[src/rtl/uart_boot_sequencer_if.sv]
// Byte-stream input and memory write port of the UART boot sequencer.
// The sequencer uses the slave side. The UART/memory side (or a testbench) uses master.
interface uart_boot_sequencer_if #(
  parameter int ADDR_W = 12
);
  logic [7:0]        rx_data;
  logic              rx_valid;
  logic              mem_we;
  logic [ADDR_W-1:0] mem_addr;
  logic [31:0]       mem_wdata;

  modport master (
    output rx_data, rx_valid,
    input  mem_we, mem_addr, mem_wdata
  );

  modport slave (
    input  rx_data, rx_valid,
    output mem_we, mem_addr, mem_wdata
  );
endinterface

[src/rtl/uart_boot_sequencer.sv]
// UART boot-load controller.
// It holds the CPU in reset while a length-prefixed image is received.
// The image is written into SRAM as little-endian 32-bit words.
// A trailing 8-bit additive checksum of the data bytes is then verified.
// A good checksum releases the CPU. Anything else parks in ERR with cpu_rst held.
module uart_boot_sequencer #(
  parameter int ADDR_W      = 12,
  parameter int BASE_ADDR   = 0,
  parameter int MAX_WORDS   = 1024,
  parameter int TIMEOUT_CYC = 100000
) (
  input  logic                    HCLK,
  input  logic                    HRESET,
  input  logic                    read_uart,
  uart_boot_sequencer_if.slave    bus,
  output logic                    cpu_rst,
  output logic                    busy,
  output logic                    load_done,
  output logic                    load_err
);

  localparam int               TO_W     = $clog2(TIMEOUT_CYC + 1);
  localparam logic [TO_W-1:0]  TO_LIMIT = TO_W'(TIMEOUT_CYC - 1);
  localparam logic [TO_W-1:0]  TO_ONE   = TO_W'(1);

  typedef enum logic [2:0] {
    ST_IDLE = 3'd0,
    ST_LEN  = 3'd1,
    ST_DATA = 3'd2,
    ST_CSUM = 3'd3,
    ST_ERR  = 3'd4
  } state_e;

  state_e            state_q, state_d;
  logic [1:0]        byte_cnt_q, byte_cnt_d;
  logic [31:0]       word_cnt_q, word_cnt_d;
  logic [31:0]       len_q, len_d;
  logic [31:0]       word_q, word_d;
  logic [7:0]        csum_q, csum_d;
  logic [TO_W-1:0]   to_cnt_q, to_cnt_d;
  logic              mem_we_q, mem_we_d;
  logic [ADDR_W-1:0] mem_addr_q, mem_addr_d;
  logic [31:0]       mem_wdata_q, mem_wdata_d;
  logic              cpu_rst_q, cpu_rst_d;
  logic              busy_q, busy_d;
  logic              done_q, done_d;
  logic              err_q, err_d;
  logic [31:0]       len_next_s;
  logic [31:0]       word_next_s;

  // Next-state, datapath and registered-output computation
  always_comb begin
    state_d     = state_q;
    byte_cnt_d  = byte_cnt_q;
    word_cnt_d  = word_cnt_q;
    len_d       = len_q;
    word_d      = word_q;
    csum_d      = csum_q;
    to_cnt_d    = to_cnt_q;
    mem_we_d    = 1'b0;
    mem_addr_d  = mem_addr_q;
    mem_wdata_d = mem_wdata_q;
    cpu_rst_d   = cpu_rst_q;
    busy_d      = busy_q;
    done_d      = done_q;
    err_d       = err_q;
    // Bytes arrive LSB first, so each new byte shifts in from the top
    len_next_s  = {bus.rx_data, len_q[31:8]};
    word_next_s = {bus.rx_data, word_q[31:8]};

    if (read_uart) begin
      // A request restarts from any state, and it beats a same-cycle timeout or error
      state_d    = ST_LEN;
      byte_cnt_d = 2'd0;
      word_cnt_d = 32'd0;
      len_d      = 32'd0;
      word_d     = 32'd0;
      csum_d     = 8'd0;
      to_cnt_d   = '0;
      cpu_rst_d  = 1'b1;
      busy_d     = 1'b1;
      done_d     = 1'b0;
      err_d      = 1'b0;
    end else begin
      case (state_q)
        ST_IDLE: begin
          cpu_rst_d = 1'b0;
          busy_d    = 1'b0;
        end
        ST_ERR: begin
          cpu_rst_d = 1'b1;
          busy_d    = 1'b0;
          err_d     = 1'b1;
        end
        ST_LEN, ST_DATA, ST_CSUM: begin
          if (bus.rx_valid) begin
            // An accepted byte always wins over the timeout limit
            to_cnt_d = '0;
            case (state_q)
              ST_LEN: begin
                len_d      = len_next_s;
                byte_cnt_d = byte_cnt_q + 2'd1;
                if (byte_cnt_q == 2'd3) begin
                  if (len_next_s > 32'(MAX_WORDS)) begin
                    state_d   = ST_ERR;
                    err_d     = 1'b1;
                    busy_d    = 1'b0;
                    cpu_rst_d = 1'b1;
                  end else if (len_next_s == 32'd0) begin
                    state_d = ST_CSUM;
                  end else begin
                    state_d = ST_DATA;
                  end
                end else begin
                  state_d = ST_LEN;
                end
              end
              ST_DATA: begin
                word_d     = word_next_s;
                csum_d     = csum_q + bus.rx_data;
                byte_cnt_d = byte_cnt_q + 2'd1;
                if (byte_cnt_q == 2'd3) begin
                  mem_we_d    = 1'b1;
                  mem_addr_d  = ADDR_W'(BASE_ADDR) + word_cnt_q[ADDR_W-1:0];
                  mem_wdata_d = word_next_s;
                  word_cnt_d  = word_cnt_q + 32'd1;
                  if (word_cnt_q == len_q - 32'd1) begin
                    state_d = ST_CSUM;
                  end else begin
                    state_d = ST_DATA;
                  end
                end else begin
                  state_d = ST_DATA;
                end
              end
              ST_CSUM: begin
                busy_d = 1'b0;
                if (bus.rx_data == csum_q) begin
                  state_d   = ST_IDLE;
                  done_d    = 1'b1;
                  cpu_rst_d = 1'b0;
                end else begin
                  state_d   = ST_ERR;
                  err_d     = 1'b1;
                  cpu_rst_d = 1'b1;
                end
              end
              default: begin
                state_d = ST_IDLE;
              end
            endcase
          end else if (to_cnt_q == TO_LIMIT) begin
            // The link went quiet for TIMEOUT_CYC cycles in a row
            state_d   = ST_ERR;
            err_d     = 1'b1;
            busy_d    = 1'b0;
            cpu_rst_d = 1'b1;
          end else begin
            to_cnt_d = to_cnt_q + TO_ONE;
          end
        end
        default: begin
          state_d   = ST_ERR;
          err_d     = 1'b1;
          busy_d    = 1'b0;
          cpu_rst_d = 1'b1;
        end
      endcase
    end
  end

  // State and output registers; reset holds the CPU and clears everything else
  always_ff @(posedge HCLK) begin
    if (HRESET) begin
      state_q     <= ST_IDLE;
      byte_cnt_q  <= 2'd0;
      word_cnt_q  <= 32'd0;
      len_q       <= 32'd0;
      word_q      <= 32'd0;
      csum_q      <= 8'd0;
      to_cnt_q    <= '0;
      mem_we_q    <= 1'b0;
      mem_addr_q  <= '0;
      mem_wdata_q <= 32'd0;
      cpu_rst_q   <= 1'b1;
      busy_q      <= 1'b0;
      done_q      <= 1'b0;
      err_q       <= 1'b0;
    end else begin
      state_q     <= state_d;
      byte_cnt_q  <= byte_cnt_d;
      word_cnt_q  <= word_cnt_d;
      len_q       <= len_d;
      word_q      <= word_d;
      csum_q      <= csum_d;
      to_cnt_q    <= to_cnt_d;
      mem_we_q    <= mem_we_d;
      mem_addr_q  <= mem_addr_d;
      mem_wdata_q <= mem_wdata_d;
      cpu_rst_q   <= cpu_rst_d;
      busy_q      <= busy_d;
      done_q      <= done_d;
      err_q       <= err_d;
    end
  end

  assign bus.mem_we    = mem_we_q;
  assign bus.mem_addr  = mem_addr_q;
  assign bus.mem_wdata = mem_wdata_q;
  assign cpu_rst       = cpu_rst_q;
  assign busy          = busy_q;
  assign load_done     = done_q;
  assign load_err      = err_q;

endmodule
[src/flat_wrapper.sv]
// flat-port wrapper written by rule: the top's interface ports become plain ports
module uart_boot_sequencer_flat 
#(
  parameter int ADDR_W      = 12,
  parameter int BASE_ADDR   = 0,
  parameter int MAX_WORDS   = 1024,
  parameter int TIMEOUT_CYC = 100000
)
  (HCLK, HRESET, read_uart, cpu_rst, busy, load_done, load_err, bus_rx_data, bus_rx_valid, bus_mem_we, bus_mem_addr, bus_mem_wdata);
  uart_boot_sequencer_if #(.ADDR_W(ADDR_W)) bus_i ();
  input  logic HCLK;
  input  logic HRESET;
  input  logic read_uart;
  output logic cpu_rst;
  output logic busy;
  output logic load_done;
  output logic load_err;
  input wire logic [$bits(bus_i.rx_data)-1:0] bus_rx_data;
  input wire logic [$bits(bus_i.rx_valid)-1:0] bus_rx_valid;
  output wire logic [$bits(bus_i.mem_we)-1:0] bus_mem_we;
  output wire logic [$bits(bus_i.mem_addr)-1:0] bus_mem_addr;
  output wire logic [$bits(bus_i.mem_wdata)-1:0] bus_mem_wdata;
  assign bus_i.rx_data = bus_rx_data;
  assign bus_i.rx_valid = bus_rx_valid;
  assign bus_mem_we = bus_i.mem_we;
  assign bus_mem_addr = bus_i.mem_addr;
  assign bus_mem_wdata = bus_i.mem_wdata;
  uart_boot_sequencer #(.ADDR_W(ADDR_W), .BASE_ADDR(BASE_ADDR), .MAX_WORDS(MAX_WORDS), .TIMEOUT_CYC(TIMEOUT_CYC)) u_core (.HCLK(HCLK), .HRESET(HRESET), .read_uart(read_uart), .bus(bus_i), .cpu_rst(cpu_rst), .busy(busy), .load_done(load_done), .load_err(load_err));
endmodule
[config.mk]
export PLATFORM = sky130hd
export DESIGN_NAME = uart_boot_sequencer_flat
export DESIGN_NICKNAME = d
export VERILOG_FILES = /design/src/rtl/uart_boot_sequencer_if.sv /design/src/rtl/uart_boot_sequencer.sv /design/src/flat_wrapper.sv
export SDC_FILE = /design/constraint.sdc
export NUM_CORES = 1
export LEC_CHECK = 0
export ABC_AREA = 1
export ABC_CLOCK_PERIOD_IN_PS = 5050
export BUFFER_PORTS_ARGS = -buffer_cell sky130_fd_sc_hd__clkbuf_2
export CORE_UTILIZATION = 39
export CTS_CLUSTER_DIAMETER = 120
export DETAILED_ROUTE_END_ITERATION = 6
export PLACE_DENSITY_LB_ADDON = 0.25
export SLEW_MARGIN = 15
export SYNTH_ARGS = -nofsm -noshare
export SYNTH_HDL_FRONTEND = slang
export SYNTH_SLANG_ARGS = --single-unit
[constraint.sdc]
create_clock -name HCLK -period 5.05 [get_ports HCLK]
set_input_delay 0.505 -clock HCLK [delete_from_list [all_inputs] [get_ports HCLK]]
set_output_delay 0.505 -clock HCLK [all_outputs]
set_load 0.03 [all_outputs]
==> reports/results.tsv, run 1 <==
metric	value	unit
status	completed	
nets	1280	
timing.final.hold_violations	0	
area_delta_synth_final	14.1	%
finalWirelength	22500	um
postCtsSetupBuffers	0	
final_area	9520	um^2
avgRoutedWirePerCell	14.5	um
cts_repair_resize_count	0	
nFillCells	2183	
synth_area	8350	um^2
whs	0.335	ns
ff2ff_path_depth	16	
die_w	148	um
clk_path_buf_depth	2	
cts_sinks	167	
grt_max_degree	91	
cpPeakStageDelay	0.33	ns
antenna_found_initial	0	
finalSetupViolations	0	
p_sw_frac	0.289	
vias	7843	
syn_nets	1235	
internal_power	0.00214	W
crit_path_max_fanout	7	
drc	0	
min-delay-path-class	in2reg	
final_cell_mix	nand2_1 (204), dfxtp_1 (167), inv_1 (159)	
avgSynthCellArea	6.89	um^2
crit_path_end_kind	register	
holdPathStages	3	
rsz0062_at_grt	false	
worst-path-stages	16	
period_needed	2.40	ns
overflow	0	
power.leakage	4.06	nW
critPathKind	reg2reg	
synth_cell_type_count	40	
met1_usage	0.277	
hpwl	16300	um
worstPathRequired	5.43	ns
placed_area	8900	um^2
dieArea	22000	um^2
gp_congestion	0.864	
slew_violations	0	
path_cells	inv_1 -> ha_1 -> inv_2 -> nor2_1 -> nand3_2 -> nor2_4 -> nand2_1 -> nand2_1 -> nand3_1 -> nor2_1 -> nand3_1 -> nor2_1 -> nand3_1 -> o21bai_1 -> nand2_1 -> a21oi_1	
ys_seq_elements	167	
initial_utilization	0.397	
clockRootBuffer	clkbuf_16	
ios	61	
startpoint	u_core.len_q[0]$_SDFFE_PP0P_	
yosys_warnings	0	
n_antenna_cell	0	
busiest_layer	met2	
ant_nets	0	
mostFrequentLayoutCell	nand2_1	
grt_usage	0.213	
powerDensity	317	nW/um^2
tritoncts	done	
fp.dieH	148	um
numCtsBuffers	17	
tightest_slew	1.05	ns
ir_drop	241	uV
initialDrtViolationCount	426	
clk_latency	0.45	ns
core	21000	um^2
viasPerCell	5.08	
setup_tns	0	ns
cp_top_family	simple AND/OR/NAND/NOR gates	
clock-skew-final	0.0141	ns
use_met3	0.0374	
crit_slowest_cell	dfxtp_1	
placementRows	53	
syn_inst	1211	
fmax	0.416	GHz
r2r_start	u_core.len_q[0]$_SDFFE_PP0P_	
grt_pass1_vias	7188	
slew_headroom	0.298	
grt_first_pass_wirelength	36800	um
min_from	bus_rx_valid	
cp_data_arrival_time	2.78	ns
start_kind	register	
clkSlewWorstSetupHoldPaths	0.07	ns
first_pass_iters	5	
h-tree-depth	4	
maxCapViolations	0	
combPwrFrac	0.105	
pwr-share-clk	0.450	
cp_num_buf_inv	2	
final_layout_size_suffix_gt1_frac	0.110	
fin_crit_sh	0.476	
use_met2	0.355	
power_frac_seq	0.445	
holdBufCountCts	0	
synth.yosys.seq_area_share	0.401	
power.switching	0.000872	W
io_buffers	60	
-- synthesized netlist by cell type, drive strengths merged --
cell type  count  share of area
dfxtp        167           0.40
nor3          17          0.014
buf            5         0.0027
or2            1        0.00075
nor4           8         0.0082
o211ai         1        0.00090
a211oi         2         0.0018
o21ai        156          0.094
fa             1         0.0024
a221oi         4         0.0042
o21bai         4         0.0036
a21o           1        0.00090
clkinv         1        0.00045
nand2        210          0.096
clkbuf        34          0.015
nor2         160          0.082
ha            11          0.016
xnor2         13          0.014
nand3         72          0.045
a21oi        128          0.077
o21a           4         0.0036
a21boi         1        0.00090
nand4         19          0.015
xor2          17          0.018
nor3b          3         0.0027
inv          163          0.073
nand3b         7         0.0063
o31ai          1        0.00090
-- path summary, 6_finish.rpt --
kind | slack [ns] | end
setup reg to reg | 2.65 | u_core.state_q[0]$_SDFFE_PP0P_
hold reg to reg | 0.46 | u_core.word_q[10]$_SDFFE_PP0P_
hold / removal | 0.33 | u_core.state_q[0]$_SDFFE_PP0P_
setup / recovery | 2.65 | u_core.state_q[0]$_SDFFE_PP0P_
-- flip-flops by register name, summed over array words and instances, names as in the netlist --
register              count
u_core.word_cnt_q        32
u_core.busy               1
u_core.csum_q             8
u_core.load_err           1
u_core.state_q            3
u_core.load_done          1
u_core.byte_cnt_q         2
u_core.bus.mem_we         1
u_core.word_q            24
u_core.to_cnt_q          17
u_core.len_q             32
u_core.cpu_rst            1
u_core.bus.mem_addr      12
u_core.bus.mem_wdata     32
-- cell type report --
class,instances,area (um^2),area share
Sequential cell,167,3340,0.351
Multi-Input combinational cell,841,4260,0.447
Inverter,164,616,0.0646
Tap cell,275,344,0.0361
Clock inverter,15,196,0.0206
Timing Repair Buffer,65,338,0.0355
Clock buffer,17,425,0.0447
-- kinds of logic after synthesis --
family / after synthesis / share of synthesized area
AO/OA/AOI/OAI: 302 / 0.187
XOR/XNOR: 30 / 0.0315
adder cells (fa/ha/maj): 12 / 0.0189
buffers and inverters: 203 / 0.0917
flip-flops: 167 / 0.401
AND/OR/NAND/NOR: 497 / 0.270
-- power groups by stage --
stage | Clock [W] | Combinational [W] | Sequential [W]
after global placement | 0 | 0.000311 | 0.00137
after detailed placement | 0 | 0.000313 | 0.00137
after global routing | 0.00144 | 0.000358 | 0.00134
final | 0.00136 | 0.000317 | 0.00134
after floorplan | 0 | 0.000235 | 0.00137
after CTS | 0.00139 | 0.000315 | 0.00134
-- per-layer routing --
layer,vias up,share of wire,wire [um]
li1,4063,-,-
met1,3627,0.48,10900
met2,132,0.47,10400
met3,21,0.035,784
met4,0,0.016,370
met5,-,0,0
-- metrics by stage --
step	util	cells	total power [W]	setup slack, ns
after detailed placement	0.423	1512	0.00168	2.63
final	0.453	1544	0.00302	2.65
after global routing	0.453	1544	0.00314	2.44
after CTS	0.453	1544	0.00304	2.66
after floorplan	-	1211	0.00160	3.06
after global placement	0.423	1512	0.00168	2.67
-- tightest hold or removal path, delay by kind of cell --
family / cells / cell delay (ns)
AO/OA/AOI/OAI: 1 / 0.05
buffers and inverters: 1 / 0.11
AND/OR/NAND/NOR: 1 / 0.07
Note: power is estimated with default switching activity, not from simulation.
==> run 2: changes to the inputs <==
--- a/config.mk
+++ b/config.mk
@@ -6,7 +6,7 @@
 export NUM_CORES = 1
 export LEC_CHECK = 0
 export ABC_AREA = 1
-export ABC_CLOCK_PERIOD_IN_PS = 5050
+export ABC_CLOCK_PERIOD_IN_PS = 2500
 export BUFFER_PORTS_ARGS = -buffer_cell sky130_fd_sc_hd__clkbuf_2
 export CORE_UTILIZATION = 39
 export CTS_CLUSTER_DIAMETER = 120
==> constraint.sdc (replaced) <==
create_clock -name HCLK -period 2.5 [get_ports HCLK]
set_input_delay 0.25 -clock HCLK [delete_from_list [all_inputs] [get_ports HCLK]]
set_output_delay 0.25 -clock HCLK [all_outputs]
set_load 0.03 [all_outputs]
==> run 2 against run 1 <==
Via count rose by 1.1%. Sequential share of layout area fell by 0.36 points. Register-to-register slack got worse by 2.5 ns. First-iteration DRC count fell by 8.5%. Worst hold slack got worse by 0.24 ns. Routed wire length barely moved. Final cell count rose by 0.97%. Flip-flop and latch count did not move. Cell area rose by 1.1%. Combinational power rose by 110%. Core utilization rose by 0.49 points. Maximum frequency rose by 3.7%.
==> reports/results.tsv, run 2 (synthesized netlist as in run 1, its figures left out) <==
metric	value	unit
tightest_slew	0.500	ns
finalWirelength	22500	um
min-delay-path-class	in2reg	
start_kind	register	
finalSetupViolations	0	
ff2ff_path_depth	16	
crit_slowest_cell	dfxtp_2	
placed_area	9040	um^2
gp_congestion	0.888	
grt_first_pass_wirelength	37500	um
ir_drop	392	uV
clk_latency	0.44	ns
final_cell_mix	nand2_1 (204), dfxtp_1 (166), inv_1 (159)	
die_w	148	um
power.leakage	4.13	nW
mostFrequentLayoutCell	nand2_1	
powerDensity	616	nW/um^2
finalPower	0.00593	W
viasPerCell	5.09	
clkSlewWorstSetupHoldPaths	0.07	ns
nFillCells	2163	
dieArea	22000	um^2
reg2reg_to	u_core.state_q[0]$_SDFFE_PP0P_	
numCtsBuffers	17	
n_antenna_cell	0	
cpPeakStageDelay	0.34	ns
holdBufCountCts	0	
period_needed	2.32	ns
wirelength_met1	10700	um
area_delta_synth_final	15.3	%
startpoint	u_core.len_q[0]$_SDFFE_PP0P_	
drc	0	
fp.dieH	148	um
hpwl	16700	um
status	completed	
worstPathRequired	2.86	ns
min_from	bus_rx_valid	
tritoncts	done	
slew_headroom	0.666	
timing.final.hold_violations	0	
overflow	0	
path_cells	inv_2 -> ha_2 -> inv_2 -> nor2_2 -> nand3_2 -> nor2_4 -> nand2_1 -> nand2_1 -> nand3_1 -> nor2_1 -> nand3_1 -> nor2_2 -> nand3_1 -> o21bai_1 -> nand2_1 -> a21oi_1	
crit_path_max_fanout	7	
fin_crit_sh	0.927	
dr_wl_met2	10200	um
crit_path_end	u_core.state_q[0]$_SDFFE_PP0P_	
final_area	9630	um^2
final_layout_size_suffix_gt1_frac	0.123	
wl_met3	1080	um
placementRows	53	
nets	1295	
r2r_setup_slack	0.18	ns
holdPathStages	3	
fmax	0.431	GHz
whs	0.0977	ns
h-tree-depth	4	
slew_violations	0	
ant_nets	0	
crit_path_end_kind	register	
maxUsedRoutingLayer	met4	
grt_max_degree	91	
antenna_found_initial	0	
core	21000	um^2
vias	7928	
initialDrtViolationCount	390	
critPathKind	reg2reg	
r2r_start	u_core.len_q[0]$_SDFFE_PP0P_	
clock-skew-final	0.0109	ns
cp_data_arrival_time	2.68	ns
ios	61	
clockRootBuffer	clkbuf_16	
initial_utilization	0.397	
io_buffers	60	
cts_sinks	167	
avgRoutedWirePerCell	14.4	um
first_pass_iters	5	
grt_pass1_vias	7391	
grt_usage	0.214	
clk_path_buf_depth	2	
maxCapViolations	0	
==> run 2: power breakdown <==
group / leakage, nW / internal [W] / switching (W)
Combinational: 2.50 / 0.000217 / 0.000455
Sequential: 1.35 / 0.00268 / 0.0000269
Clock: 0.275 / 0.00132 / 0.00123
==> run 2: metal layers <==
layer  vias up  global-route usage
li1       4094                   -
met1      3602               0.290
met2       199               0.343
met3        33              0.0344
met4         0              0.0773
met5         -                   0
==> run 2: worst min-delay path by stage <==
stage,to
after floorplan,u_core.busy$_SDFFE_PP0P_
after global placement,u_core.byte_cnt_q[0]$_SDFFE_PP0P_
after detailed placement,u_core.bus.mem_wdata[4]$_SDFFE_PP0P_
after CTS,u_core.state_q[0]$_SDFFE_PP0P_
after global routing,u_core.state_q[0]$_SDFFE_PP0P_
final,u_core.state_q[0]$_SDFFE_PP0P_
==> run 2: cell type report <==
class	instances	area [um^2]	share of cell area
Clock buffer	18	429	0.0446
Clock inverter	14	136	0.0142
Inverter	164	616	0.0639
Multi-Input combinational cell	841	4270	0.443
Sequential cell	167	3340	0.347
Tap cell	275	344	0.0357
Timing Repair Buffer	80	488	0.0507
==> run 2: critical path: cells and delay by family, from the launching register on <==
family	cells	cell delay [ns]
simple gates	11	1.25
flops	1	0.34
compound gates	2	0.28
fa+ha+maj	1	0.23
buf+inv	2	0.16
==> run 2: repair_timing <==
action                                  in CTS  in global routing
buffers inserted                             0                  1
gates resized for setup                      0                  5
endpoints found under the setup margin       0                  1
==> run 2: stage by stage <==
stage	cells	setup TNS, ns	worst slack, ns	util
3_3_place_gp	1526	0	0.0421	0.430
6_report	1559	0	0.182	0.458
5_1_grt	1559	-0.0163	-0.0163	0.458
3_5_place_dp	1526	0	0.0472	0.430
2_1_floorplan	1211	0	0.643	-
4_1_cts	1558	0	0.0426	0.457
==> run 3: changes to the inputs <==
--- a/config.mk
+++ b/config.mk
@@ -8,7 +8,7 @@
 export ABC_AREA = 1
 export ABC_CLOCK_PERIOD_IN_PS = 2500
 export BUFFER_PORTS_ARGS = -buffer_cell sky130_fd_sc_hd__clkbuf_2
-export CORE_UTILIZATION = 39
+export CORE_UTILIZATION = 31
 export CTS_CLUSTER_DIAMETER = 120
 export DETAILED_ROUTE_END_ITERATION = 6
 export PLACE_DENSITY_LB_ADDON = 0.25
==> run 3 against run 2 <==
The flow now finishes with violations (design-rule violations). Cell area rose by 0.96%. Total power rose by 2.0%. Via count shrank 1.2%. Final cell count increased by 4.0%. Worst hold slack worse by 0.016 ns. Critical endpoint unchanged. Largest cell class unchanged.
==> reports/results.tsv, run 3 (synthesized netlist as in run 1, its figures left out) <==
metric	value	unit
whs	0.0815	ns
timing.final.hold_violations	0	
nFillCells	2761	
io_buffers	60	
grt_max_degree	91	
worstPathRequired	2.87	ns
fmax	0.424	GHz
n_antenna_cell	0	
final_cell_mix	nand2_1 (204), dfxtp_1 (167), inv_1 (159)	
initial_utilization	0.319	
maxCapViolations	0	
crit_slowest_cell	dfxtp_1	
critPathKind	reg2reg	
multi_input_area	4270	um^2
fin_crit_sh	0.942	
finalWirelength	23500	um
grt_usage	0.174	
drc	1	
tightest_slew	0.571	ns
status	finished, violations left	
slew_violations	0	
viasPerCell	4.83	
avgRoutedWirePerCell	14.5	um
final_layout_size_suffix_gt1_frac	0.124	
overflow	0	
placementRows	59	
ios	61	
slew_headroom	0.619	
clockRootBuffer	clkbuf_16	
period_needed	2.36	ns
crit_path_max_fanout	6	
first_pass_iters	7	
holdBufCountCts	0	
clk_latency	0.44	ns
vias	7830	
grt_pass1_vias	7178	
ff_latch_area	3340	um^2
die_w	166	um
fin_util	0.371	
path_cells	inv_2 -> ha_2 -> inv_2 -> nor2_2 -> nand3_2 -> nor2_4 -> nand2_1 -> nand2_1 -> nand3_1 -> nor2_1 -> nand3_1 -> nor2_1 -> nand3_1 -> o21bai_1 -> nand2_1 -> a21oi_1	
antenna_found_initial	0	
core	26200	um^2
cp_data_arrival_time	2.73	ns
gp_congestion	0.887	
min-delay-path-class	in2reg	
initialDrtViolationCount	435	
crit_path_end_kind	register	
clock-skew-final	0.0129	ns
violations	design-rule violations	
fp.dieH	166	um
dieArea	27600	um^2
powerDensity	622	nW/um^2
grt_first_pass_wirelength	38400	um
power.leakage	4.14	nW
cts_sinks	167	
ir_drop	419	uV
cp_top_family	simple AND/OR/NAND/NOR gates	
cp_num_buf_inv	2	
placed_area	9110	um^2
finalSetupViolations	0	
numCtsBuffers	17	
hpwl	17200	um
tritoncts	done	
start_kind	register	
ant_nets	0	
cpPeakStageDelay	0.35	ns
mostFrequentLayoutCell	nand2_1	
nets	1297	
clk_path_buf_depth	2	
final_area	9720	um^2
h-tree-depth	4	
clkSlewWorstSetupHoldPaths	0.07	ns
area_delta_synth_final	16.4	%
## run 3: changes by cell type in the layout (fill, tap and decap cells not counted), moves of 2 or more
| cell | previous run | this run |
|---|---|---|
| inv_8 | 3 | 6 |
| inv_6 | 6 | 1 |
| buf_4 | 17 | 21 |
| buf_12 | 3 | 1 |
| clkinv_8 | 1 | 3 |
## run 3: worst register-to-register path, cell delays in order, from the launching register on
cell	delay [ns]
dfxtp_1	0.35
inv_2	0.12
ha_2	0.23
inv_2	0.06
nor2_2	0.12
nand3_2	0.14
nor2_4	0.20
nand2_1	0.08
nand2_1	0.08
nand3_1	0.06
nor2_1	0.12
nand3_1	0.09
nor2_1	0.17
nand3_1	0.14
o21bai_1	0.17
nand2_1	0.07
a21oi_1	0.11
## run 3: worst paths after layout
kind         slack [ns]                                    end  depth (start not counted)                           start
max                0.14         u_core.state_q[0]$_SDFFE_PP0P_                         16    u_core.len_q[0]$_SDFFE_PP0P_
min                0.08         u_core.state_q[0]$_SDFFE_PP0P_                          3                    bus_rx_valid
max reg2reg        0.14         u_core.state_q[0]$_SDFFE_PP0P_                         16    u_core.len_q[0]$_SDFFE_PP0P_
min reg2reg        0.46  u_core.bus.mem_wdata[14]$_SDFFE_PP0P_                          2  u_core.word_q[22]$_SDFFE_PP0P_
## run 3: cell type report
cell class / count / share of cell area
Clock buffer: 18 / 0.0452
Clock inverter: 14 / 0.0162
Inverter: 164 / 0.0633
Multi-Input combinational cell: 841 / 0.439
Sequential cell: 167 / 0.344
Tap cell: 335 / 0.0431
Timing Repair Buffer: 82 / 0.0492
## run 3: per-layer routing
metal / share of wire / GRT usage / vias to the layer above
met5: 0 / 0 / -
met4: 0.016 / 0.0500 / 0
met3: 0.044 / 0.0329 / 17
met2: 0.46 / 0.280 / 162
met1: 0.48 / 0.236 / 3561
li1: - / - / 4090
## run 3: stage by stage
stage	power [W]	instances	setup TNS [ns]	setup slack (ns)
final	0.00605	1621	0	0.144
after global routing	0.00632	1621	-0.00901	-0.00901
after CTS	0.00610	1620	0	0.0159
after detailed placement	0.00343	1588	0	0.0466
after global placement	0.00343	1588	0	0.0195
after floorplan	0.00324	1211	0	0.643
## run 3: timing repair
| item | CTS | global route |
|---|---|---|
| resized for setup | 0 | 3 |
| buffers inserted | 0 | 1 |
| setup endpoints to repair | 0 | 1 |
## run 3: report_power, final
group | total (W) | switching [W] | internal [W]
Clock | 0.00267 | 0.00130 | 0.00137
Combinational | 0.000672 | 0.000457 | 0.000215
Sequential | 0.00270 | 0.0000263 | 0.00268
